<file path="src/rtl/l3_bus_sequencer_pkg.sv">
// l3_bus_sequencer_pkg: shared bus encodings used by the sequencer, core snoopers and L3.
package l3_bus_sequencer_pkg;
  localparam int CORES = 4;
  localparam int LINE_BEATS = 4;
  localparam int CORE_ID_W = $clog2(CORES);
  typedef enum logic [1:0] {CMD_GETS = 2'd0, CMD_GETX = 2'd1, CMD_INV = 2'd2, CMD_PUTX = 2'd3} cmd_e;
  typedef enum logic [1:0] {TAG_IDLE = 2'd0, TAG_ADDR = 2'd1, TAG_DATA = 2'd2} bus_tag_e;
  typedef enum logic [1:0] {MESI_I = 2'd0, MESI_S = 2'd1, MESI_E = 2'd2, MESI_M = 2'd3} mesi_e;
  typedef enum logic [2:0] {S_IDLE, S_ADDR, S_SNOOP, S_DATA, S_WB, S_FIN} state_e;
endpackage

</file>
<file path="src/rtl/l3_bus_sequencer_arb.sv">
// l3_bus_sequencer_arb: round-robin winner selection; pointer moves past the owner on adv.
module l3_bus_sequencer_arb #(
  parameter int NUM_CORES = 4,
  localparam int ID_W = $clog2(NUM_CORES)
) (
  input  logic                 clk,
  input  logic                 rst_n,
  input  logic [NUM_CORES-1:0] req,
  input  logic                 adv,
  input  logic [ID_W-1:0]      owner,
  output logic [ID_W-1:0]      win_id
);
  logic [ID_W-1:0] ptr;
  logic [ID_W-1:0] k;
  always_comb begin
    win_id = '0;
    k = '0;
    for (int i = NUM_CORES - 1; i >= 0; i--) begin
      k = ID_W'((int'(ptr) + i) % NUM_CORES);
      if (req[k]) win_id = k;
    end
  end
  always_ff @(posedge clk or negedge rst_n)
    if (!rst_n) ptr <= '0;
    else if (adv) ptr <= ID_W'((int'(owner) + 1) % NUM_CORES);
endmodule

</file>
<file path="src/rtl/l3_bus_sequencer.sv">
// l3_bus_sequencer: split-transaction snooping bus controller between the cores and the shared L3.
module l3_bus_sequencer
  import l3_bus_sequencer_pkg::*;
#(
  parameter int NUM_CORES = CORES,
  parameter int ADDR_W = 32,
  parameter int WORD_W = 32,
  parameter int BEATS = LINE_BEATS,
  localparam int ID_W = $clog2(NUM_CORES)
) (
  input  logic                        clk,
  input  logic                        rst_n,
  input  logic [NUM_CORES-1:0]        req,
  input  logic [2*NUM_CORES-1:0]      cmd,
  input  logic [ADDR_W*NUM_CORES-1:0] addr,
  input  logic [WORD_W*NUM_CORES-1:0] wdata,
  output logic [NUM_CORES-1:0]        grant,
  output logic [1:0]                  beat,
  output logic [1:0]                  bus_tag,
  output logic [ID_W-1:0]             bus_src,
  output logic [1:0]                  bus_cmd,
  output logic [ADDR_W-1:0]           bus_addr,
  output logic [WORD_W-1:0]           bus_data,
  input  logic [NUM_CORES-1:0]        snoop_share,
  input  logic [NUM_CORES-1:0]        snoop_dirty,
  input  logic [WORD_W-1:0]           snoop_data,
  output logic                        l3_req,
  output logic                        l3_we,
  output logic [ADDR_W-1:0]           l3_addr,
  output logic [WORD_W-1:0]           l3_wdata,
  input  logic                        l3_ready,
  input  logic                        l3_rvalid,
  input  logic [WORD_W-1:0]           l3_rdata,
  output logic [NUM_CORES-1:0]        done,
  output logic [1:0]                  fill_state
);
  state_e state_q, state_d;
  cmd_e cmd_q;
  mesi_e fill_q;
  logic [ID_W-1:0] owner_q, win_id;
  logic [ADDR_W-1:0] addr_q;
  logic [1:0] beat_q;
  logic dirty_q, strobed_q, adv, strobe, arb_adv;
  logic [NUM_CORES-1:0] own_oh, share_m, dirty_m;
  logic [WORD_W-1:0] own_wdata;
  l3_bus_sequencer_arb #(.NUM_CORES(NUM_CORES)) u_arb (
    .clk(clk), .rst_n(rst_n), .req(req), .adv(arb_adv), .owner(owner_q), .win_id(win_id)
  );
  assign own_oh = NUM_CORES'(1) << owner_q;
  assign share_m = snoop_share & ~own_oh;
  assign dirty_m = snoop_dirty & ~own_oh;
  assign own_wdata = wdata[owner_q*WORD_W +: WORD_W];
  assign beat = beat_q;
  assign bus_src = owner_q;
  assign bus_cmd = cmd_q;
  assign bus_addr = addr_q;
  assign l3_addr = addr_q;
  always_ff @(posedge clk or negedge rst_n)
    if (!rst_n) begin
      state_q <= S_IDLE;
      owner_q <= '0;
      cmd_q <= CMD_GETS;
      addr_q <= '0;
      beat_q <= '0;
      dirty_q <= 1'b0;
      strobed_q <= 1'b0;
      fill_q <= MESI_I;
    end else begin
      state_q <= state_d;
      if (state_q == S_IDLE && |req) begin
        owner_q <= win_id;
        cmd_q <= cmd_e'(cmd[win_id*2 +: 2]);
        addr_q <= addr[win_id*ADDR_W +: ADDR_W];
      end
      if (state_q == S_SNOOP) begin
        dirty_q <= |dirty_m;
        strobed_q <= 1'b0;
        fill_q <= cmd_q == CMD_GETS ? (|(share_m | dirty_m) ? MESI_S : MESI_E) :
                  cmd_q == CMD_PUTX ? MESI_I : MESI_M;
      end
      if (strobe) strobed_q <= 1'b1;
      if (adv) beat_q <= beat_q + 2'd1;
    end
  // A clean read issues one strobe, then each l3_rvalid is one beat; dirty and WB beats pace on l3_ready.
  always_comb begin
    state_d = state_q;
    adv = 1'b0;
    strobe = 1'b0;
    arb_adv = 1'b0;
    grant = '0;
    bus_tag = TAG_IDLE;
    bus_data = '0;
    l3_req = 1'b0;
    l3_we = 1'b0;
    l3_wdata = '0;
    done = '0;
    fill_state = MESI_I;
    case (state_q)
      S_IDLE: state_d = |req ? S_ADDR : S_IDLE;
      S_ADDR: begin
        grant = own_oh;
        bus_tag = TAG_ADDR;
        state_d = S_SNOOP;
      end
      S_SNOOP: begin
        grant = own_oh;
        state_d = cmd_q == CMD_INV ? S_FIN : cmd_q == CMD_PUTX ? S_WB : S_DATA;
      end
      S_DATA: begin
        grant = own_oh;
        if (dirty_q) begin
          bus_tag = TAG_DATA;
          bus_data = snoop_data;
          l3_req = 1'b1;
          l3_we = 1'b1;
          l3_wdata = snoop_data;
          adv = l3_ready;
        end else if (!strobed_q) begin
          l3_req = 1'b1;
          strobe = l3_ready;
        end else begin
          bus_tag = l3_rvalid ? TAG_DATA : TAG_IDLE;
          bus_data = l3_rvalid ? l3_rdata : '0;
          adv = l3_rvalid;
        end
        state_d = adv && beat_q == 2'(BEATS - 1) ? S_FIN : S_DATA;
      end
      S_WB: begin
        grant = own_oh;
        bus_tag = TAG_DATA;
        bus_data = own_wdata;
        l3_req = 1'b1;
        l3_we = 1'b1;
        l3_wdata = own_wdata;
        adv = l3_ready;
        state_d = adv && beat_q == 2'(BEATS - 1) ? S_FIN : S_WB;
      end
      S_FIN: begin
        grant = own_oh;
        done = own_oh;
        fill_state = fill_q;
        arb_adv = 1'b1;
        state_d = S_IDLE;
      end
      default: state_d = S_IDLE;
    endcase
  end
  a_single_dirty: assert property (@(posedge clk) disable iff (!rst_n)
    state_q == S_SNOOP |-> $onehot0(dirty_m))
    else $error("multiple dirty snoop responses");
endmodule

</file>
<file path="config.mk">
export PLATFORM = sky130hd
export DESIGN_NAME = l3_bus_sequencer
export DESIGN_NICKNAME = d
export VERILOG_FILES = /design/src/rtl/l3_bus_sequencer_pkg.sv /design/src/rtl/l3_bus_sequencer_arb.sv /design/src/rtl/l3_bus_sequencer.sv
export SDC_FILE = /design/constraint.sdc
export NUM_CORES = 1
export LEC_CHECK = 0
export ABC_AREA = 1
export CAP_MARGIN = 0
export CORE_AREA = 2 2 192 194
export CTS_CLUSTER_SIZE = 10
export DETAILED_ROUTE_END_ITERATION = 16
export DIE_AREA = 0 0 194 196
export PLACE_DENSITY_LB_ADDON = 0.08
export SETUP_SLACK_MARGIN = 0.3
export SLEW_MARGIN = 10
export SYNTH_ARGS = -nofsm -noshare
export SYNTH_HDL_FRONTEND = slang
export SYNTH_SLANG_ARGS = --single-unit
</file>
<file path="constraint.sdc">
create_clock -name clk -period 2.87 [get_ports clk]
set_clock_uncertainty 0.05 [all_clocks]
set_input_delay 0.574 -clock clk [delete_from_list [all_inputs] [get_ports clk]]
set_output_delay 0.574 -clock clk [all_outputs]
set_load 0.01 [all_outputs]
</file>
==> results of run 1 <==
## path summary, 6_finish.rpt
kind	from	end
max	bus_src[0]	bus_data[25]
min	rst_n	bus_addr[6]
max reg2reg	u_arb.ptr[0]	bus_addr[15]
min reg2reg	beat[0]	beat[0]
max in group asynchronous	rst_n	state_q[1]
min in group clk	beat[0]	beat[0]
## what timing repair did
item                       CTS  global route
cloned                       6             4
buffers inserted            17             5
setup endpoints to repair   77            59
pin swaps                   13            26
gates resized for setup    241           121
## metal layers
metal,GRT usage [%],vias to the layer above
li1,-,4231
met1,23.6,3881
met2,34.4,328
met3,4.11,30
met4,4.99,2
met5,0,-
## cell type report
class                   instances  area (sq um)
clock inverters                 2          37.5
repair buffers                560          5750
fillers                      3986         23900
clock buffers                   5           125
inverters                     160           612
flip-flops and latches         47          1180
well taps                     468           586
diodes                          8          20.0
multi-input cells             730          3860
## worst max-delay path, stage by stage, from the launching register on
cell,delay [ps]
dfrtp_2,460
buf_6,160
buf_6,130
clkbuf_16,150
nand2_2,50
nand2_1,40
nand2_1,50
o21ai_1,70
a32o_2,250
a31o_2,220
buf_6,120
## through the flow
stage	std cells	TNS [ps]	setup slack, ps	area, sq um
floorplan	1041	0	610	6080
global placement	1933	-318	-198	11400
detailed placement	1933	-245	-168	11400
CTS	1963	0	110	11800
global route	1979	0	151	12200
finish	1980	0	253	12200
## state kept, by name, indices dropped and copies added (netlist names)
name and cells:
beat 2, bus_addr 32, bus_cmd 2, bus_src 2, dirty_q 1, fill_q 2
state_q 3, strobed_q 1, u_arb.ptr 2
## cell families after synthesis
| logic type | share of synthesized area, % |
|---|---|
| DFF | 19.3 |
| xor gates and xnor gates | 0.144 |
| buffers and inverters | 21.2 |
| and+or+nand+nor | 40.1 |
| AOI/OAI and AO/OA | 17.9 |
| muxes | 0.185 |
| adders and majority gates | 1.03 |
## synth_stat cells, types with 2 or more instances
cell      instances  share of area (%)
buf_6            17                3.1
nand3_1         129                 11
o21ai_0          61                5.0
clkinv_1          2               0.12
buf_4            35                4.3
inv_2             3               0.19
o22ai_1           2               0.21
o21ai_1          15                1.2
nand2_4           3               0.56
nor2_2            2               0.21
clkbuf_1         29                1.8
a31o_1            3               0.43
buf_2            20                1.6
nor2_1           52                3.2
buf_1             2               0.12
ha_1              5                1.0
o211ai_1          2               0.25
a21oi_1           5               0.41
inv_1           154                9.5
and2_1            2               0.21
dfrtp_1          47                 19
nand2_1         351                 22
nand2_2          10                1.0
a32o_1           32                5.3
a31o_2           29                4.2
nand4_1           2               0.21
nand3_2          13                2.1
## layout by cell type (no fill, tap or decap), types with 19 or more instances in the layout
master / count
a31o_2: 26
a32o_2: 28
buf_12: 22
buf_4: 31
clkdlybuf4s50_1: 412
dfrtp_1: 44
dlygate4sd2_1: 29
inv_1: 151
nand2_1: 337
nand2_2: 19
nand3_1: 128
nor2_1: 44
o21ai_0: 19
o21ai_1: 39
## report_power, final
group	leakage, nW	total [mW]	switching [mW]	internal (mW)
sequential	0.575	1.37	0.360	1.01
combinational	5.49	9.31	5.06	4.24
clock	0.0759	0.691	0.284	0.407
==> run metrics, run 1 <==
CP Data Required Time 2250 ps; Core ar. 0.0361 sq mm; final hold violation count 0; critical path launch point type register; Iter 0 DRT Violations 339; drt first pass iters 4; total CTS buffers 5; Vias/cell 4.28; antenna violations before repair 8; maximum VDD drop 0.403 mV; DIE AREA 0.0380 sq mm; Site Rows 70; worst hold path class input port to asynchronous set/reset pin; Setup Viol. Count Final 0; Final Wtd Congestion 0.895; largest net degree at the start of global routing 65; total routing usage reported by global routing 19.3%; WL met2 19,700 um; initial core utilization 16.9%; run status completed; Reg2Reg Depth 10; Worst setup EP type output pin; Final Power 11.4 mW; IO Count 492; CP Max Fanout 4; worst hold slack 206 ps; most used flip-flop cell after synthesis dfrtp_1; Max Root-Sink Buffers 2; register area share after synthesis 19.3%; ys async rst share 100%; Die Width 194 um; TritonCTS Sinks 47; nets 1,853; Layout area overhead 100%; post-DP HPWL 29,000 um; Critical Path AT 1990 ps; DRT Wirelength 38,900 um; highest metal used met5; f_max 0.382 GHz; fin crit period 2620 ps; cell area after synthesis 0.00608 sq mm; ratio of cells with drive above 1 in the final layout 17.4%; first-pass GRT wire length 55,900 um; Worst Max-Slew Pin Slew 438 ps; Synth warnings 0; pwr/cell area 935 mW/mm^2; library cells used by synthesis 41; synthesized net count 1,390; Port Buffers 491; die height 196 um; routed len/inst 19.6 um; Setup CP Type register to output pin; Worst-Skew Late Latency 300 ps; Max Cap Viol 0; slew margin rel. 70.8%; vias in the first global route 8,337; clock root buffer clkbuf_16; Max Slew Vio Count 0; hold_buf cts 0; Post-synth EDFFs 0; H-tree depth 2; vias 8,472; met1 wire length 16,100 um; reg2reg setup slack 570 ps; Mapped Avg Cell Area 5.84 sq um; DRC Markers 0; RSZ-0062 raised after global routing yes; LEAKAGE 6.14 nW; gr ovfl total 0; routed wl met3 2370 um; Antenna Nets Post-Route 0; Cells after Synth 1,041; clock slew at reported path FFs 70 ps; Synth Register Bits 47; CTS tree yes; Final Core Density 33.7%; period utilization 91.2%
Power figures use the tool's default switching activity.
==> run 2: changes to the inputs <==
--- a/config.mk
+++ b/config.mk
@@ -17,3 +17,4 @@
 export SYNTH_ARGS = -nofsm -noshare
 export SYNTH_HDL_FRONTEND = slang
 export SYNTH_SLANG_ARGS = --single-unit
+export TNS_END_PERCENT = 50
==> run metrics, run 2 (synthesized netlist as in run 1, its figures left out) <==
initial core utilization 16.9%; placed inst area 0.0114 sq mm; Iter 0 DRT Violations 284; first-pass GRT wire length 55,700 um; antenna violations before repair 8; fin crit period 2660 ps; P_sw 5.57 mW; Worst-Skew Late Latency 300 ps; Vias/cell 4.27; most frequent cells in the layout clkdlybuf4s50_1 (419), nand2_1 (348), inv_1 (151); worst path cell trace inv_6, buf_12, buf_16, nor2_1, o21ai_1, a32o_2, clkdlybuf4s50_1; CP Max Fanout 16; Setup Viol. Count Final 0; combinational share of power 81.5%; RSZ-0062 raised after global routing yes; clock slew at reported path FFs 70 ps; Antenna Nets Post-Route 0; Die Width 194 um; total CTS buffers 5; drt first pass iters 4; Critical Path AT 2040 ps; setup TNS 0 ps; LEAKAGE 6.29 nW; post-DP HPWL 29,000 um; Reg power frac 12.3%; worst hold path class input port to asynchronous set/reset pin; final hold violation count 0; clock network power share 6.2%; period utilization 92.8%; slowest stage cell, crit path clkdlybuf4s50_1; DIE AREA 0.0380 sq mm; Top Family by Delay on Critical Path buffers and inverters; vias 8,455; Layout area overhead 97.9%; critical path launch point type register; routed len/inst 19.4 um; Final Core Density 33.4%; total routing usage reported by global routing 19.3%; ratio of cells with drive above 1 in the final layout 14.1%; gr ovfl total 0; Worst Path Buf+Inv 4; nets 1,852; largest net degree at the start of global routing 65; fin area 0.0120 sq mm; Max Slew Vio Count 0; Max Cap Viol 0; Port Buffers 491; Worst setup EP type output pin; hold_buf cts 0; Core ar. 0.0361 sq mm; DRT Wirelength 38,300 um; Site Rows 70; CP max stage delay 550 ps; number of flip-flops in the largest register 32; die height 196 um; Max Root-Sink Buffers 2; Worst Max-Slew Pin Slew 436 ps; IO Count 492; DRC Markers 0; Setup CP Type register to output pin; internal power 5.54 mW; vias in the first global route 8,335; Switching Share 50.1%; slew margin rel. 70.9%; CTS tree yes; CP Data Required Time 2250 ps; TritonCTS Sinks 47; f_max 0.376 GHz; worst hold slack 208 ps; maximum VDD drop 0.403 mV; pwr/cell area 923 mW/mm^2; Fillers 4,002; commonest non-fill, non-tap cell in the layout clkdlybuf4s50_1; Final Wtd Congestion 0.895; H-tree depth 2; clock root buffer clkbuf_16; run status completed
==> run 2: cell count changes in the layout (fill, tap and decap cells not counted), sizes merged <==
cell | previous run | this run
diode | 8 | 7
dlygate4sd2 | 29 | 20
clkbuf | 24 | 11
buf | 94 | 88
clkdlybuf4s50 | 412 | 419
dlymetal6s2s | 2 | 22
==> run 2: worst paths after layout <==
path | slack [ps] | start | endpoint | cells past startpoint
min in group clk | 470 | beat[0] | beat[0] | 1
setup / recovery | 210 | bus_src[0] | l3_wdata[23] | 7
hold reg to reg | 470 | beat[0] | beat[0] | 1
max in group asynchronous | 2280 | rst_n | strobed_q | 2
hold / removal | 210 | rst_n | bus_addr[6] | 2
setup reg to reg | 590 | u_arb.ptr[0] | bus_addr[15] | 10
==> run 2: timing repair <==
item	4_1_cts	5_1_grt
cloned	5	3
resized for setup	192	60
setup buffers	17	6
endpoints found under the setup margin	77	75
pin swaps	12	5
==> run 2: per-stage QoR <==
| stage | std cells | setup slack (ps) | total power, mW |
|---|---|---|---|
| 6_report | 1978 | 207 | 11.1 |
| 5_1_grt | 1978 | 113 | 12.2 |
| 4_1_cts | 1962 | 94.2 | 11.2 |
| 3_5_place_dp | 1933 | -168 | 9.95 |
| 3_3_place_gp | 1933 | -198 | 9.99 |
| 2_1_floorplan | 1041 | 610 | 6.33 |
==> run 2: per-layer routing <==
layer | global-route usage [%] | part of all wire, %
met1 | 23.4 | 41
met2 | 34.4 | 51
met3 | 4.26 | 6.6
met4 | 4.74 | 1.6
met5 | 0 | 0.047
==> run 2: cell type report <==
cell class	count	area, sq um	area share [%]
Timing Repair Buffer	559	5760	47.9
Multi-Input combinational cell	730	3720	30.9
Sequential cell	47	1180	9.78
Tap cell	468	586	4.86
Antenna cell	7	17.5	0.145
Inverter	160	612	5.08
Clock inverter	2	37.5	0.312
Clock buffer	5	125	1.04
==> run 2: power groups by stage <==
stage          Clock (mW)  Combinational (mW)  Sequential, mW
2_1_floorplan           0                4.96            1.36
3_3_place_gp            0                8.63            1.37
3_5_place_dp            0                8.59            1.36
4_1_cts             0.738                9.09            1.37
5_1_grt             0.759                10.0            1.42
6_report            0.688                9.06            1.37
==> run 2: worst register-to-register path: stages (launching register included) <==
cell and delay [ps]:
dfrtp_1 610, nand2_1 170, and2_1 220, o21ai_1 150, o21ai_2 90, nand2_4 140
buf_4 370, nand3_1 230, nand2_1 110, nand2_1 50, nand2_1 50
